### config.mk
export PLATFORM = sky130hd
export DESIGN_NAME = inst_fetch_ctrl_flat
export DESIGN_NICKNAME = d
export VERILOG_FILES = /design/src/rtl/cpu_pkg.sv /design/src/rtl/inst_fetch_ctrl_if.sv /design/src/rtl/fetch_skid.sv /design/src/rtl/inst_fetch_ctrl.sv /design/src/flat_wrapper.sv
export SDC_FILE = /design/constraint.sdc
export NUM_CORES = 1
export LEC_CHECK = 0
export CAP_MARGIN = 20
export CORE_AREA = 2 2 95 97
export DETAILED_ROUTE_END_ITERATION = 12
export DIE_AREA = 0 0 97 99
export GPL_TIMING_DRIVEN = 0
export PLACE_DENSITY = 0.66
export RECOVER_POWER = 50
export REMOVE_ABC_BUFFERS = 1
export SLEW_MARGIN = 20
export SYNTH_ARGS = -nofsm -noshare
export SYNTH_HDL_FRONTEND = slang
export SYNTH_HIERARCHICAL = 1
export SYNTH_SLANG_ARGS = --single-unit
### constraint.sdc
create_clock -name clock -period 1.8 [get_ports clock]
set_input_delay 0.36 -clock clock [delete_from_list [all_inputs] [get_ports clock]]
set_output_delay 0.36 -clock clock [all_outputs]
set_load 0.01 [all_outputs]
### src/rtl/cpu_pkg.sv
// Shared CPU definitions used by the instruction fetch controller:
// fetch state encoding, default bus widths, PC step and reset PC.
package cpu_pkg;

    localparam int FETCH_ADDR_WIDTH = 10;
    localparam int FETCH_DATA_WIDTH = 32;
    localparam int FETCH_PC_STEP    = 4;
    localparam int FETCH_RESET_PC   = 0;

    typedef enum logic [1:0] {
        IDLE  = 2'd0,
        RUN   = 2'd1,
        DRAIN = 2'd2
    } fetch_state_t;

endpackage

### src/rtl/inst_fetch_ctrl_if.sv
// Bundle of control, memory and decode-side signals of the fetch controller.
// master: the CPU/testbench side driving control and memory data.
// slave:  the fetch controller itself.
interface inst_fetch_ctrl_if #(
    parameter int ADDR_WIDTH = 10,
    parameter int DATA_WIDTH = 32
);
    logic                  start;
    logic                  halt_req;
    logic                  stall;
    logic                  redirect_valid;
    logic [ADDR_WIDTH-1:0] redirect_pc;
    logic [ADDR_WIDTH-1:0] imem_address;
    logic [DATA_WIDTH-1:0] imem_q;
    logic                  inst_valid;
    logic [DATA_WIDTH-1:0] inst;
    logic [ADDR_WIDTH-1:0] inst_pc;
    logic                  busy;

    modport master (
        output start, halt_req, stall, redirect_valid, redirect_pc, imem_q,
        input  imem_address, inst_valid, inst, inst_pc, busy
    );

    modport slave (
        input  start, halt_req, stall, redirect_valid, redirect_pc, imem_q,
        output imem_address, inst_valid, inst, inst_pc, busy
    );
endinterface

### src/rtl/fetch_skid.sv
// One-entry skid register: captures the ROM word that is on the output when
// decode stalls, holds it until decode accepts it, and is dropped on flush.
module fetch_skid #(
    parameter int ADDR_WIDTH = 10,
    parameter int DATA_WIDTH = 32
) (
    input  logic                  clock,
    input  logic                  reset_n,
    input  logic                  flush,
    input  logic                  stall,
    input  logic                  pend,
    input  logic [DATA_WIDTH-1:0] in_data,
    input  logic [ADDR_WIDTH-1:0] in_pc,
    output logic                  skid_valid,
    output logic [DATA_WIDTH-1:0] skid_data,
    output logic [ADDR_WIDTH-1:0] skid_pc
);

    logic                  valid_r;
    logic [DATA_WIDTH-1:0] data_r;
    logic [ADDR_WIDTH-1:0] pc_r;

    // Capture / hold / release of the single skid entry; flush wins over all.
    always_ff @(posedge clock) begin
        if (!reset_n) begin
            valid_r <= 1'b0;
            data_r  <= '0;
            pc_r    <= '0;
        end else if (flush) begin
            valid_r <= 1'b0;
        end else if (valid_r && !stall) begin
            // Entry is presented and accepted this cycle.
            valid_r <= 1'b0;
        end else if (stall && pend && !valid_r) begin
            valid_r <= 1'b1;
            data_r  <= in_data;
            pc_r    <= in_pc;
        end else begin
            valid_r <= valid_r;
        end
    end

    assign skid_valid = valid_r;
    assign skid_data  = data_r;
    assign skid_pc    = pc_r;

endmodule

### src/rtl/inst_fetch_ctrl.sv
// Instruction fetch controller: owns the PC, sequences a one-cycle-latency
// ROM, hides that latency behind a one-entry skid buffer, and handles
// start/halt control and branch redirects.
module inst_fetch_ctrl
    import cpu_pkg::*;
#(
    parameter int ADDR_WIDTH = FETCH_ADDR_WIDTH,
    parameter int DATA_WIDTH = FETCH_DATA_WIDTH,
    parameter int RESET_PC   = FETCH_RESET_PC,
    parameter int PC_STEP    = FETCH_PC_STEP
) (
    input  logic               clock,
    input  logic               reset_n,
    inst_fetch_ctrl_if.slave   bus
);

    fetch_state_t          state_r;
    fetch_state_t          state_nxt_s;
    logic [ADDR_WIDTH-1:0] pc_r;
    logic                  pend_r;
    logic [ADDR_WIDTH-1:0] pend_pc_r;
    logic                  issue_s;
    logic [ADDR_WIDTH-1:0] target_s;
    logic                  skid_valid_s;
    logic [DATA_WIDTH-1:0] skid_data_s;
    logic [ADDR_WIDTH-1:0] skid_pc_s;

    // Issue decision and word-aligned redirect target.
    always_comb begin
        issue_s  = 1'b0;
        target_s = {bus.redirect_pc[ADDR_WIDTH-1:2], 2'b00};
        if (state_r == RUN) begin
            issue_s = !bus.halt_req && !bus.redirect_valid &&
                      !(bus.stall && (pend_r || skid_valid_s));
        end else begin
            issue_s = 1'b0;
        end
    end

    // Next-state logic; a redirect keeps the state except that it ends a drain.
    always_comb begin
        state_nxt_s = state_r;
        if (bus.redirect_valid) begin
            if (state_r == DRAIN) begin
                state_nxt_s = IDLE;
            end else begin
                state_nxt_s = state_r;
            end
        end else begin
            case (state_r)
                IDLE: begin
                    if (bus.start) state_nxt_s = RUN;
                    else           state_nxt_s = IDLE;
                end
                RUN: begin
                    if (bus.halt_req) state_nxt_s = DRAIN;
                    else              state_nxt_s = RUN;
                end
                DRAIN: begin
                    if (!pend_r && !skid_valid_s) state_nxt_s = IDLE;
                    else                          state_nxt_s = DRAIN;
                end
                default: state_nxt_s = IDLE;
            endcase
        end
    end

    // State, PC and in-flight ROM read tracking.
    always_ff @(posedge clock) begin
        if (!reset_n) begin
            state_r   <= IDLE;
            pc_r      <= ADDR_WIDTH'(RESET_PC);
            pend_r    <= 1'b0;
            pend_pc_r <= ADDR_WIDTH'(RESET_PC);
        end else begin
            state_r <= state_nxt_s;
            if (bus.redirect_valid) begin
                pc_r   <= target_s;
                pend_r <= 1'b0;
            end else if (issue_s) begin
                pend_pc_r <= pc_r;
                pend_r    <= 1'b1;
                pc_r      <= pc_r + ADDR_WIDTH'(PC_STEP);
            end else begin
                pend_r <= 1'b0;
            end
        end
    end

    fetch_skid #(
        .ADDR_WIDTH (ADDR_WIDTH),
        .DATA_WIDTH (DATA_WIDTH)
    ) u_skid (
        .clock      (clock),
        .reset_n    (reset_n),
        .flush      (bus.redirect_valid),
        .stall      (bus.stall),
        .pend       (pend_r),
        .in_data    (bus.imem_q),
        .in_pc      (pend_pc_r),
        .skid_valid (skid_valid_s),
        .skid_data  (skid_data_s),
        .skid_pc    (skid_pc_s)
    );

    // Output mux: the skid entry is older than the ROM word, so it goes first.
    always_comb begin
        bus.inst       = bus.imem_q;
        bus.inst_pc    = pend_pc_r;
        bus.inst_valid = (skid_valid_s || pend_r) && !bus.redirect_valid;
        if (skid_valid_s) begin
            bus.inst    = skid_data_s;
            bus.inst_pc = skid_pc_s;
        end else begin
            bus.inst    = bus.imem_q;
            bus.inst_pc = pend_pc_r;
        end
    end

    assign bus.imem_address = pc_r;
    assign bus.busy         = (state_r != IDLE);

endmodule

### src/flat_wrapper.sv
// flat-port wrapper written by rule: the top's interface ports become plain ports
module inst_fetch_ctrl_flat import cpu_pkg::*;
#(
    parameter int ADDR_WIDTH = FETCH_ADDR_WIDTH,
    parameter int DATA_WIDTH = FETCH_DATA_WIDTH,
    parameter int RESET_PC   = FETCH_RESET_PC,
    parameter int PC_STEP    = FETCH_PC_STEP
)
  (clock, reset_n, bus_start, bus_halt_req, bus_stall, bus_redirect_valid, bus_redirect_pc, bus_imem_q, bus_imem_address, bus_inst_valid, bus_inst, bus_inst_pc, bus_busy);
  inst_fetch_ctrl_if #(.ADDR_WIDTH(ADDR_WIDTH), .DATA_WIDTH(DATA_WIDTH)) bus_i ();
  input  logic clock;
  input  logic reset_n;
  input wire logic [$bits(bus_i.start)-1:0] bus_start;
  input wire logic [$bits(bus_i.halt_req)-1:0] bus_halt_req;
  input wire logic [$bits(bus_i.stall)-1:0] bus_stall;
  input wire logic [$bits(bus_i.redirect_valid)-1:0] bus_redirect_valid;
  input wire logic [$bits(bus_i.redirect_pc)-1:0] bus_redirect_pc;
  input wire logic [$bits(bus_i.imem_q)-1:0] bus_imem_q;
  output wire logic [$bits(bus_i.imem_address)-1:0] bus_imem_address;
  output wire logic [$bits(bus_i.inst_valid)-1:0] bus_inst_valid;
  output wire logic [$bits(bus_i.inst)-1:0] bus_inst;
  output wire logic [$bits(bus_i.inst_pc)-1:0] bus_inst_pc;
  output wire logic [$bits(bus_i.busy)-1:0] bus_busy;
  assign bus_i.start = bus_start;
  assign bus_i.halt_req = bus_halt_req;
  assign bus_i.stall = bus_stall;
  assign bus_i.redirect_valid = bus_redirect_valid;
  assign bus_i.redirect_pc = bus_redirect_pc;
  assign bus_i.imem_q = bus_imem_q;
  assign bus_imem_address = bus_i.imem_address;
  assign bus_inst_valid = bus_i.inst_valid;
  assign bus_inst = bus_i.inst;
  assign bus_inst_pc = bus_i.inst_pc;
  assign bus_busy = bus_i.busy;
  inst_fetch_ctrl #(.ADDR_WIDTH(ADDR_WIDTH), .DATA_WIDTH(DATA_WIDTH), .RESET_PC(RESET_PC), .PC_STEP(PC_STEP)) u_core (.clock(clock), .reset_n(reset_n), .bus(bus_i));
endmodule
Word level (Yosys, flattened, before mapping)
Index checks and enable logic that the tools add are counted.
{ "op_classes": {"mul": 0, "bitwise_logic": 3, "magnitude_cmp": 0, "n_shift": 0, "div_mod_pow": 0, "reduce_logical": 22, "n_mux": 12, "add_sub_neg": 1, "n_eq_ne": 3} }
{ "ops": {"columns": ["op", "count"], "rows": [
  ["$mux 32", 1],
  ["$mux 10", 3],
  ["$add 10x3->10 const B", 1],
  ["$logic_and 1x1->1", 8],
  ["$mux 2", 4],
  ["$logic_not 1->1", 6],
  ["$pmux 2 s3", 1],
  ["$reduce_bool 2->1", 2],
  ["$mux 1", 3],
  ["$not 1->1", 3],
  ["$reduce_and 3->1", 1],
  ["$reduce_or 3->1", 1],
  ["$eq 2x1->1 const B", 1],
  ["$eq 2x2->1 const B", 1],
  ["$logic_not 2->1", 1],
  ["$ne 2x1->1 const B", 1],
  ["$reduce_and 2->1", 1],
  ["$reduce_or 2->1", 1],
  ["$logic_or 1x1->1", 1]
]} }
{ "totals": {"out_inout_bits": 54, "ff_bits": 66, "latchBits": 0, "ram_bits": 0, "mem_count": 0, "mem_bits_ro": 0} }

Logic depth before layout (Yosys ltp)
Gate-level depths: netlist (run 1).
{ "depth": {"ltp_word": 7, "mapped_depth": 6, "depth_no_buf": 5} }

Cells and area by module
Netlist (run 1), hierarchy kept.
{ "modules_own_cells": {"columns": ["mod", "area_per_inst_um2", "seq_area_each_um2", "cells_per_inst", "instances"], "rows": [
  ["fetch_skid", 1754.2, 860.8, 186, 1],
  ["inst_fetch_ctrl", 1372.6, 380.4, 145, 1]
]} }

Worst setup path after synthesis (run 1)
Ideal clock, no wire load.
{ "synth_path": {"path_kind": "reg-to-output", "start": "register u_core.u_skid.valid_r, in the netlist u_core/u_skid/skid_valid", "end": "output port bus_inst[0]", "path_stages_with_launch": 4, "arrival_ns": 1.369, "setup_slack_ns": 0.071, "path_buffers": 2, "path_cell_list": "dfxtp_1 -> clkbuf_1 -> clkbuf_1 -> mux2_2"} }
{ "synth_between": {"elab_chain_cells": 1} }
{ "synth_lines": {"columns": ["element", "line_no", "source"], "rows": [
  ["start: declaration", "fetch_skid.sv:19", "logic valid_r;"],
  ["start signal: assignment", "fetch_skid.sv:39", "valid_r <= valid_r;"],
  ["$mux 32", "inst_fetch_ctrl.sv:111", "if (skid_valid_s) begin"],
  ["end: declaration", "flat_wrapper.sv:21", "output wire logic [$bits(bus_i.inst)-1:0] bus_inst;"]
]} }
No other way between the ends.

Final worst setup path (run 1)
{ "layout_path": {"start": "register u_core.u_skid.valid_r, in the netlist u_core/u_skid/skid_valid", "end": "output port bus_inst[9]"} }
Same word-level chain as after synthesis.

==> results.md, run 1 <==
Synthesis:
- Each instance of the synthesized netlist takes up on average 9.45 µm².
- By area, the combinational part of the netlist is dominated by multiplexers.
- The area share of fa/ha/maj cells after synthesis is 0.00400.
- The biggest area contributor in the post-synthesis netlist is sky130_fd_sc_hd__dfxtp_1.
- Of the total synthesized cell area, the portion taken by XOR and XNOR cells is 0.0168.
- Of the post-synthesis cell area, the part taken by muxes is 0.307.
- The proportion of netlist area held by the largest area contributor is 0.397.
- The share of the Yosys chip area taken by registers is 0.397.
- The synthesized netlist contains 34 unique library cells.
- After synthesis the netlist holds a flip-flop and latch count of 62.
- Yosys printed 6 warnings.
- In this run the cell area of the synthesized design comes to 0.00313 mm².
- After synthesis, the cell types taking the most area are sky130_fd_sc_hd__dfxtp_1, sky130_fd_sc_hd__mux2i_1, sky130_fd_sc_hd__mux2_2, sky130_fd_sc_hd__nand2_1, sky130_fd_sc_hd__buf_12.
- The cell count after synthesis came out at 331.
- The post-synthesis compound-gate area fraction is 0.0448.
- The area fraction in and, or, nand and nor cells after synthesis is 0.168.

Placed design:
- Before CTS, the worst setup slack after placement is -441 ps.
- The count of buffers inserted at the top-level ports is 97.
- Routability-driven placement finished with a final weighted congestion of 0.801.
- Once detailed placement completed, the half-perimeter wirelength came to 4590 µm.

Timing:
- Setup repair after global routing could not meet its margin everywhere.
- The final critical-path share of the clock period is 1.05.
- Setup violations remaining at the end of the flow were counted as 17.
- In the post-route analysis, the smallest setup slack over all paths is -92.4 ps.
- The number of slew-limit violations in the final report is 0.
- Counting I/O delays and the setup requirement, the final critical path takes 1890 ps.
- Between clock sinks in the finished design, the worst skew comes to 9.11 ps.
- The count of endpoints failing hold in the final timing report is 0.
- The timing-limited maximum frequency is 528 MHz.

Worst setup path:
- The most critical setup path has its startpoint at u_core/u_skid/skid_valid$_SDFFE_PP0P_.
- In this design, the stage delay of the slowest critical-path cell is 380 ps.
- In this design, the critical path's most frequently occurring cell is sky130_fd_sc_hd__buf_12.
- Counting buffers and inverters, the worst setup path is 5 cells deep.
- The slowest cell on the critical path is sky130_fd_sc_hd__dfxtp_4.
- In this run the critical register-to-register path is launched from u_core/u_skid/skid_valid$_SDFFE_PP0P_.
- The number of cells on the worst reg-to-reg path is 6.
- The capture point of the critical path is bus_inst[9].
- The worst setup path is of the register to primary output kind.
- The data required time at the worst endpoint is 1440 ps.
- The setup check on the worst reg-to-reg path leaves a slack of 90 ps.
- The maximum fanout along the worst path is 5.
- Data arrives at the worst endpoint at 1530 ps.
- Among cell families on the critical path, the largest total delay comes from buffers and inverters.
- The sum of buffers and inverters on the critical path is 4.
- Walking the worst path, the cells encountered are buf_12 -> buf_16 -> buf_12 -> mux2_4 -> buf_6.
- STA classifies the critical path startpoint as a register.
- STA classifies the critical path endpoint as a primary output.
- The capture instance of the worst register-to-register path is u_core/bus.imem_address[9]$_SDFFE_PN0P_.

Floorplanning:
- The vertical die dimension is 99 µm.
- In this run the count of I/O pins placed on the die edge is 102.
- The initial cell density of the core is 0.366.
- After floorplanning, the core was sized to cover 0.00855 mm².
- The total number of placement rows is 34.
- The die boundary width is 97 µm.
- The floorplan step defined a die boundary enclosing 0.00960 mm².

Cells and area:
- In the layout the commonest cells are sky130_fd_sc_hd__nand2_1, sky130_fd_sc_hd__dfxtp_1, sky130_fd_sc_hd__mux2i_1.
- 0 antenna diodes ended up in the layout.
- The layout overhead on the synthesized area is 52.9%.
- The library cell used most frequently in the layout, excluding fill and tap cells, is sky130_fd_sc_hd__nand2_1.
- In the final layout, the share of cells above drive strength 1 is 0.299.
- For this run, the post-layout net count is 492.
- The final core area utilization is 0.559.

Job:
- Max-cap violations in this run came to 0.

GRT:
- The global-route congestion overflow total is 0.
- The global-route wire length before repair is 12700 µm.
- The met2 global-route usage is 0.285.
- The via count of the first global-routing pass is 2590.
- For met1 alone, demand over resource in global routing was 0.198.
- The number of antenna violations at the first check in global routing was 0.
- In the global route stage, overall resource usage came out at 0.165.
- The busiest metal layer after global routing is met2.
- The pin count of the biggest net entering global routing is 51.
- The met3 demand-to-capacity share in global routing is 0.0390.

Drt:
- For this run, the detailed router's first-pass iteration total came to 4.
- The per-cell via count in the routed design is 4.75.
- The routed wire length per instance is 14.2 µm.
- Detailed routing inserted a total of 2639 vias.
- For this run, design rule violations remaining after detail routing come to 0.
- The starting DRC count in detailed routing is 53.
- The remaining antenna violation count after routing is 0.
- The wire length reported by the detailed router is 7900 µm.

Pwr:
- Across the VDD grid, the largest voltage drop is 0.000356 V.
- The total leakage power is 1.93 nW.
- Dividing total power by cell area gives a power density of 644 mW/mm².

Status:
- The flow ran to the end, but the final reports show violations.
- The checks that failed: negative setup slack.

Worst hold path:
- The worst hold path passes through 2 cells.
- The type of the tightest min-delay check is register to register.

Clocking:
- After clock tree synthesis, the clock-pin slew on the worst setup and hold paths is 70 ps.
- The root buffer cell is sky130_fd_sc_hd__clkbuf_8.
- The number of buffers created by CTS is 9.
- At the later pin of the worst-skew pair, clock insertion delay measures 340 ps.
- The H-tree was split into 3 levels.
- The cts-stage hold buffer count is 0.
- The TritonCTS clock tree is yes.
- The longest clock path from root to sink contains 2 buffers.
- The sink count of the clock tree is 62.
-- metrics by stage --
stage                     area, µm²  TNS, ps  power (mW)  hold slack (ps)  std cells
after global placement         4070  -177150        1.86              438        515
after detailed placement       4140   -25440        1.86              446        518
after global routing           4780    -1970        3.21              468        556
after CTS                      4650     -972        3.11              459        548
final                          4780     -668        3.08              458        556
after floorplan                2960   -62460        1.59              430        310
-- worst min path at each step --
| stage | start | endpoint | slack (ps) |
|---|---|---|---|
| after detailed placement | u_core/u_skid/skid_data[3]$_SDFFE_PN0P_ | u_core/u_skid/skid_data[3]$_SDFFE_PN0P_ | 450 |
| final | u_core/u_skid/skid_data[10]$_SDFFE_PN0P_ | u_core/u_skid/skid_data[10]$_SDFFE_PN0P_ | 460 |
| after CTS | u_core/u_skid/skid_data[27]$_SDFFE_PN0P_ | u_core/u_skid/skid_data[27]$_SDFFE_PN0P_ | 460 |
| after global placement | u_core/u_skid/skid_pc[1]$_SDFFE_PN0P_ | u_core/u_skid/skid_pc[1]$_SDFFE_PN0P_ | 440 |
| after floorplan | u_core/u_skid/skid_pc[0]$_SDFFE_PN0P_ | u_core/u_skid/skid_pc[0]$_SDFFE_PN0P_ | 430 |
| after global routing | u_core/u_skid/skid_data[27]$_SDFFE_PN0P_ | u_core/u_skid/skid_data[27]$_SDFFE_PN0P_ | 470 |
-- cell families (layout without fill, tap and decap cells) --
family	after synthesis	count (layout)
buf+inv	27	140
simple gates	119	120
flops	62	62
xor+xnor	6	6
compound gates	24	24
mux	91	91
fa+ha+maj	1	1
other cells	1	4
-- flip-flops by register name (all words and copies together) (netlist names) --
name / count
u_core/pend_pc_r: 8
u_core/u_skid/skid_pc: 10
u_core/pend_r: 1
u_core/bus.imem_address: 8
u_core/state_r: 2
u_core/u_skid/skid_data: 32
u_core/u_skid/skid_valid: 1
-- final cells by class --
class	count	area [µm²]
Tap cell	108	135
Inverter	3	11.3
Fill cell	776	3770
Sequential cell	62	1250
Clock inverter	7	73.8
Timing Repair Buffer	121	1330
Clock buffer	9	124
Multi-Input combinational cell	246	1860
-- worst reg2reg max path: stages (launching register included) --
cell and delay, ps:
sky130_fd_sc_hd__dfxtp_4 380, sky130_fd_sc_hd__buf_12 150, sky130_fd_sc_hd__buf_4 170, sky130_fd_sc_hd__o21ai_4 240, sky130_fd_sc_hd__nand2_2 120, sky130_fd_sc_hd__or4_1 400, sky130_fd_sc_hd__a31oi_1 170
-- where the power goes --
part | switching (mW) | internal (mW)
logic | 0.176 | 0.268
registers | 0.0294 | 1.39
clock network | 0.568 | 0.643
-- layer usage --
| metal | part of all wire | wire, µm |
|---|---|---|
| met5 | 0 | 0 |
| met4 | 0.014 | 114 |
| met3 | 0.046 | 367 |
| met2 | 0.49 | 3880 |
| met1 | 0.45 | 3540 |
-- what timing repair did --
action,in CTS,in global routing
pin swaps,3,5
cloned,4,0
setup buffers,10,9
resized for setup,238,19
endpoints found under the setup margin,68,46
-- synth_stat cells --
master,instances
sky130_fd_sc_hd__nor4bb_1,1
sky130_fd_sc_hd__o21bai_1,1
sky130_fd_sc_hd__and4_1,2
sky130_fd_sc_hd__nand2_1,85
sky130_fd_sc_hd__or4_1,1
sky130_fd_sc_hd__and4bb_1,1
sky130_fd_sc_hd__buf_4,2
sky130_fd_sc_hd__o31ai_1,1
sky130_fd_sc_hd__inv_1,3
sky130_fd_sc_hd__clkbuf_1,10
sky130_fd_sc_hd__o21ai_4,1
sky130_fd_sc_hd__o21ai_0,10
sky130_fd_sc_hd__nand3_1,5
sky130_fd_sc_hd__and3_1,2
sky130_fd_sc_hd__nor2_1,12
sky130_fd_sc_hd__a21oi_1,9
sky130_fd_sc_hd__xor2_1,6
sky130_fd_sc_hd__dfxtp_1,62
sky130_fd_sc_hd__nor2b_1,1
sky130_fd_sc_hd__a31oi_1,1
sky130_fd_sc_hd__nand4_1,3
sky130_fd_sc_hd__nor3b_4,1
sky130_fd_sc_hd__o21a_1,1
sky130_fd_sc_hd__conb_1,1
sky130_fd_sc_hd__mux2_2,40
sky130_fd_sc_hd__buf_6,1
sky130_fd_sc_hd__buf_12,4
sky130_fd_sc_hd__nor3b_1,1
sky130_fd_sc_hd__buf_2,7
sky130_fd_sc_hd__nand2_2,1
sky130_fd_sc_hd__or2_2,1
sky130_fd_sc_hd__mux2i_1,51
sky130_fd_sc_hd__and2_1,2
sky130_fd_sc_hd__ha_1,1
Power figures use the tool's default switching activity.
==> run 2: changes to the inputs <==
--- a/config.mk
+++ b/config.mk
@@ -6,10 +6,10 @@
 export NUM_CORES = 1
 export LEC_CHECK = 0
 export CAP_MARGIN = 20
-export CORE_AREA = 2 2 95 97
+export CORE_AREA = 4 4 97 99
 export DETAILED_ROUTE_END_ITERATION = 12
-export DIE_AREA = 0 0 97 99
-export GPL_TIMING_DRIVEN = 0
+export DIE_AREA = 0 0 101 103
+export GPL_TIMING_DRIVEN = 1
 export PLACE_DENSITY = 0.66
 export RECOVER_POWER = 50
 export REMOVE_ABC_BUFFERS = 1
==> run 2 against run 1 <==
  * The flow still finishes with violations (negative setup slack)
  * Sequential share of layout area grew 1.5 points
  * Register-to-register slack gained 80 ps
  * Wire length shrank 1.9%
  * Design area shrank 5.3%
  * Critical path type unchanged
  * Largest cell class unchanged
  * Largest power group unchanged
==> results.md, run 2 (same netlist as run 1, synthesis figures left out) <==
GRT:
- The overall global routing resource usage is 0.146 (-0.0188).
- The global-route wire length before repair is 12100 µm (-4.8%).
- The global-route congestion overflow total is 0 (unchanged).
- The pin count of the biggest net entering global routing is 53 (+3.9%).
- The number of antenna violations at the first check in global routing is 0 (unchanged).
- The via count of the first global-routing pass is 2629 (+1.5%).

Floorplanning:
- The number of top-level design ports is 102 (unchanged).
- The vertical die dimension is 103 µm (+4.0%).
- The die outline area is 0.0104 mm² (+8.3%).
- The total number of placement rows came to 34 (unchanged).
- The die boundary width is 101 µm (+4.1%).
- The initial cell density of the core is 0.366 (unchanged).
- The area inside the core boundary was 0.00855 mm² (unchanged).

Drt:
- The number of detailed-routing iterations run before antenna repair is 4 (unchanged).
- The wire length reported by the detailed router is 7740 µm (-1.9%).
- The detailed-route via count is 2659 (+0.76%).
- The starting DRC count in detailed routing was 61 (+15%).
- The per-cell via count in the routed design is 4.79 (+0.94%).
- The DRC violation count after routing came to 0 (unchanged).
- The remaining antenna violation count after routing is 0 (unchanged).
- The routed wire length per instance is 14.0 µm (-1.7%).

Worst setup path:
- The sort of element at the start of the critical path is a register.
- The setup path with the least slack is of type register to primary output.
- The data required time at the worst endpoint came to 1440 ps (about the same).
- Walking the worst path, the cells encountered are buf_4 -> buf_12 -> mux2_2 -> buf_2.
- The slowest stage of the critical path is the sky130_fd_sc_hd__dfxtp_4 cell.
- The kind of capture point of the worst setup path is a primary output.
- The worst reg-to-reg path cell count came to 6 (unchanged).
- The data arrival time at the worst-slack endpoint was 1470 ps (-60 ps).
- The maximum fanout along the worst path is 10 (+5).
- The largest stage delay on the critical path is 400 ps (+20 ps).

Pwr:
- The total leakage power was 1.83 nW (-5.5%).
- The maximum vdd ir drop is 0.000392 V (+9.9%).
- The total power per unit cell area is 719 mW/mm² (+12%).

Timing:
- The count of endpoints failing hold in the final timing report is 0 (unchanged).
- Setup repair after global routing could not meet its margin everywhere.
- The total setup violations reported at the end of the flow is 11 (-6).
- The final critical-path share of the clock period was 1.02 (-0.0327).
- The worst clock skew was 6.21 ps (-2.90 ps).
- The worst hold margin is 371 ps (-87.2 ps).
- The final period demand of the worst path is 1830 ps (-58.9 ps).
- The number of slew-limit violations in the final report is 0 (unchanged).
- The final setup TNS is -218 ps (+450 ps).
- The timing-limited maximum frequency is 545 MHz (+3.2%).
- The final setup slack of the worst path was -33.4 ps (+58.9 ps).

Cells and area:
- The final core area utilization is 0.529 (-0.0296).
- The number of diodes is 0 (unchanged).
- The flip-flop count of the largest register, all copies and words added was 32 (unchanged).
- The cell area after layout is 0.00453 mm² (-5.3%).
- The number of nets in the layout is 491 (-0.20%).
- The library cells used most frequently in the layout, excluding fill and tap cells, are sky130_fd_sc_hd__nand2_1, sky130_fd_sc_hd__dfxtp_1, sky130_fd_sc_hd__clkdlybuf4s50_1.
- The layout cell share with drive strength beyond 1 is 0.293 (-0.00604).
- The library cell used most frequently in the layout, excluding fill and tap cells, is sky130_fd_sc_hd__nand2_1.
- Compared with the post-synthesis result, the final layout area differs by 44.8%.

Placed design:
- The weighted congestion at the end of routability-driven global placement is 0.771 (-3.7%).
- The post-DP HPWL is 5300 µm (+15%).
- The count of buffers inserted at the top-level ports is 97 (unchanged).
- The total cell area at the placement stage came to 0.00426 mm² (+3.1%).
- The setup slack after placement is -124 ps (+317 ps).

Clocking:
- The clock latency on the worst-skew pair is 330 ps (about the same).
- The clock tree buffer depth was 2 (unchanged).
- TritonCTS built the clock tree.
- The root buffer cell is sky130_fd_sc_hd__clkbuf_8.
- The number of buffers created by CTS was 9 (unchanged).
- The maximum level of the CTS H-tree is 3 (unchanged).
- The sink count of the clock tree is 62 (unchanged).
- The clock-pin slew reported for the worst setup and hold paths after clock tree synthesis is 70 ps (about the same).

Worst hold path:
- The type of the tightest min-delay check is primary input to register.
- The worst hold path stage count was 3 (+1).

Status:
- The final reports fail on negative setup slack.
- The run finished, with violations left.

Job:
- The reported max-cap violation count is 0 (unchanged).
[run 2: routing by layer]
metal  global-route usage  up-vias  share of wire
met2                0.270       68           0.52
li1                     -     1340              -
met3               0.0507        0          0.063
met4               0.0276        0              0
met1                0.163     1251           0.42
met5                    0        -              0
[run 2: cell type report]
type	instances	area, µm²
clock inverters	3	65.1
well taps	108	135
inverters	3	11.3
repair buffers	121	1140
flip-flops and latches	62	1250
multi-input cells	245	1760
clock buffers	13	169
fillers	810	4020
[run 2: what timing repair did]
action / CTS / global route
setup endpoints to repair: 44 / 36
cloned: 2 / 1
hold buffers: 0 / 0
setup buffers: 2 / 4
pin swaps: 0 / 0
gates resized for setup: 182 / 14
[run 2: path summary, 6_finish.rpt]
kind / startpoint / endpoint / slack (ps)
max: u_core/u_skid/skid_valid$_SDFFE_PP0P_ / bus_inst_pc[2] / -30
min: reset_n / u_core/bus.imem_address[4]$_SDFFE_PN0P_ / 370
max reg2reg: u_core/u_skid/skid_valid$_SDFFE_PP0P_ / u_core/bus.imem_address[9]$_SDFFE_PN0P_ / 170
min reg2reg: u_core/u_skid/skid_data[17]$_SDFFE_PN0P_ / u_core/u_skid/skid_data[17]$_SDFFE_PN0P_ / 460
[run 2: power breakdown]
group / switching (mW) / internal, mW / total, mW
Combinational: 0.173 / 0.243 / 0.416
Sequential: 0.0264 / 1.39 / 1.42
Clock: 0.526 / 0.892 / 1.42
Total: 0.726 / 2.53 / 3.25
[run 2: worst max-delay path: cells and delay by family (launching register included)]
kind     cells  cell delay [ps]
mux          1              340
buf+inv      3              400
flops        1              400
[run 2: per-stage QoR]
step	instances	total power, mW
6_report	555	3.25
2_1_floorplan	310	1.59
4_1_cts	551	3.29
3_3_place_gp	532	1.88
5_1_grt	555	3.39
3_5_place_dp	532	1.88
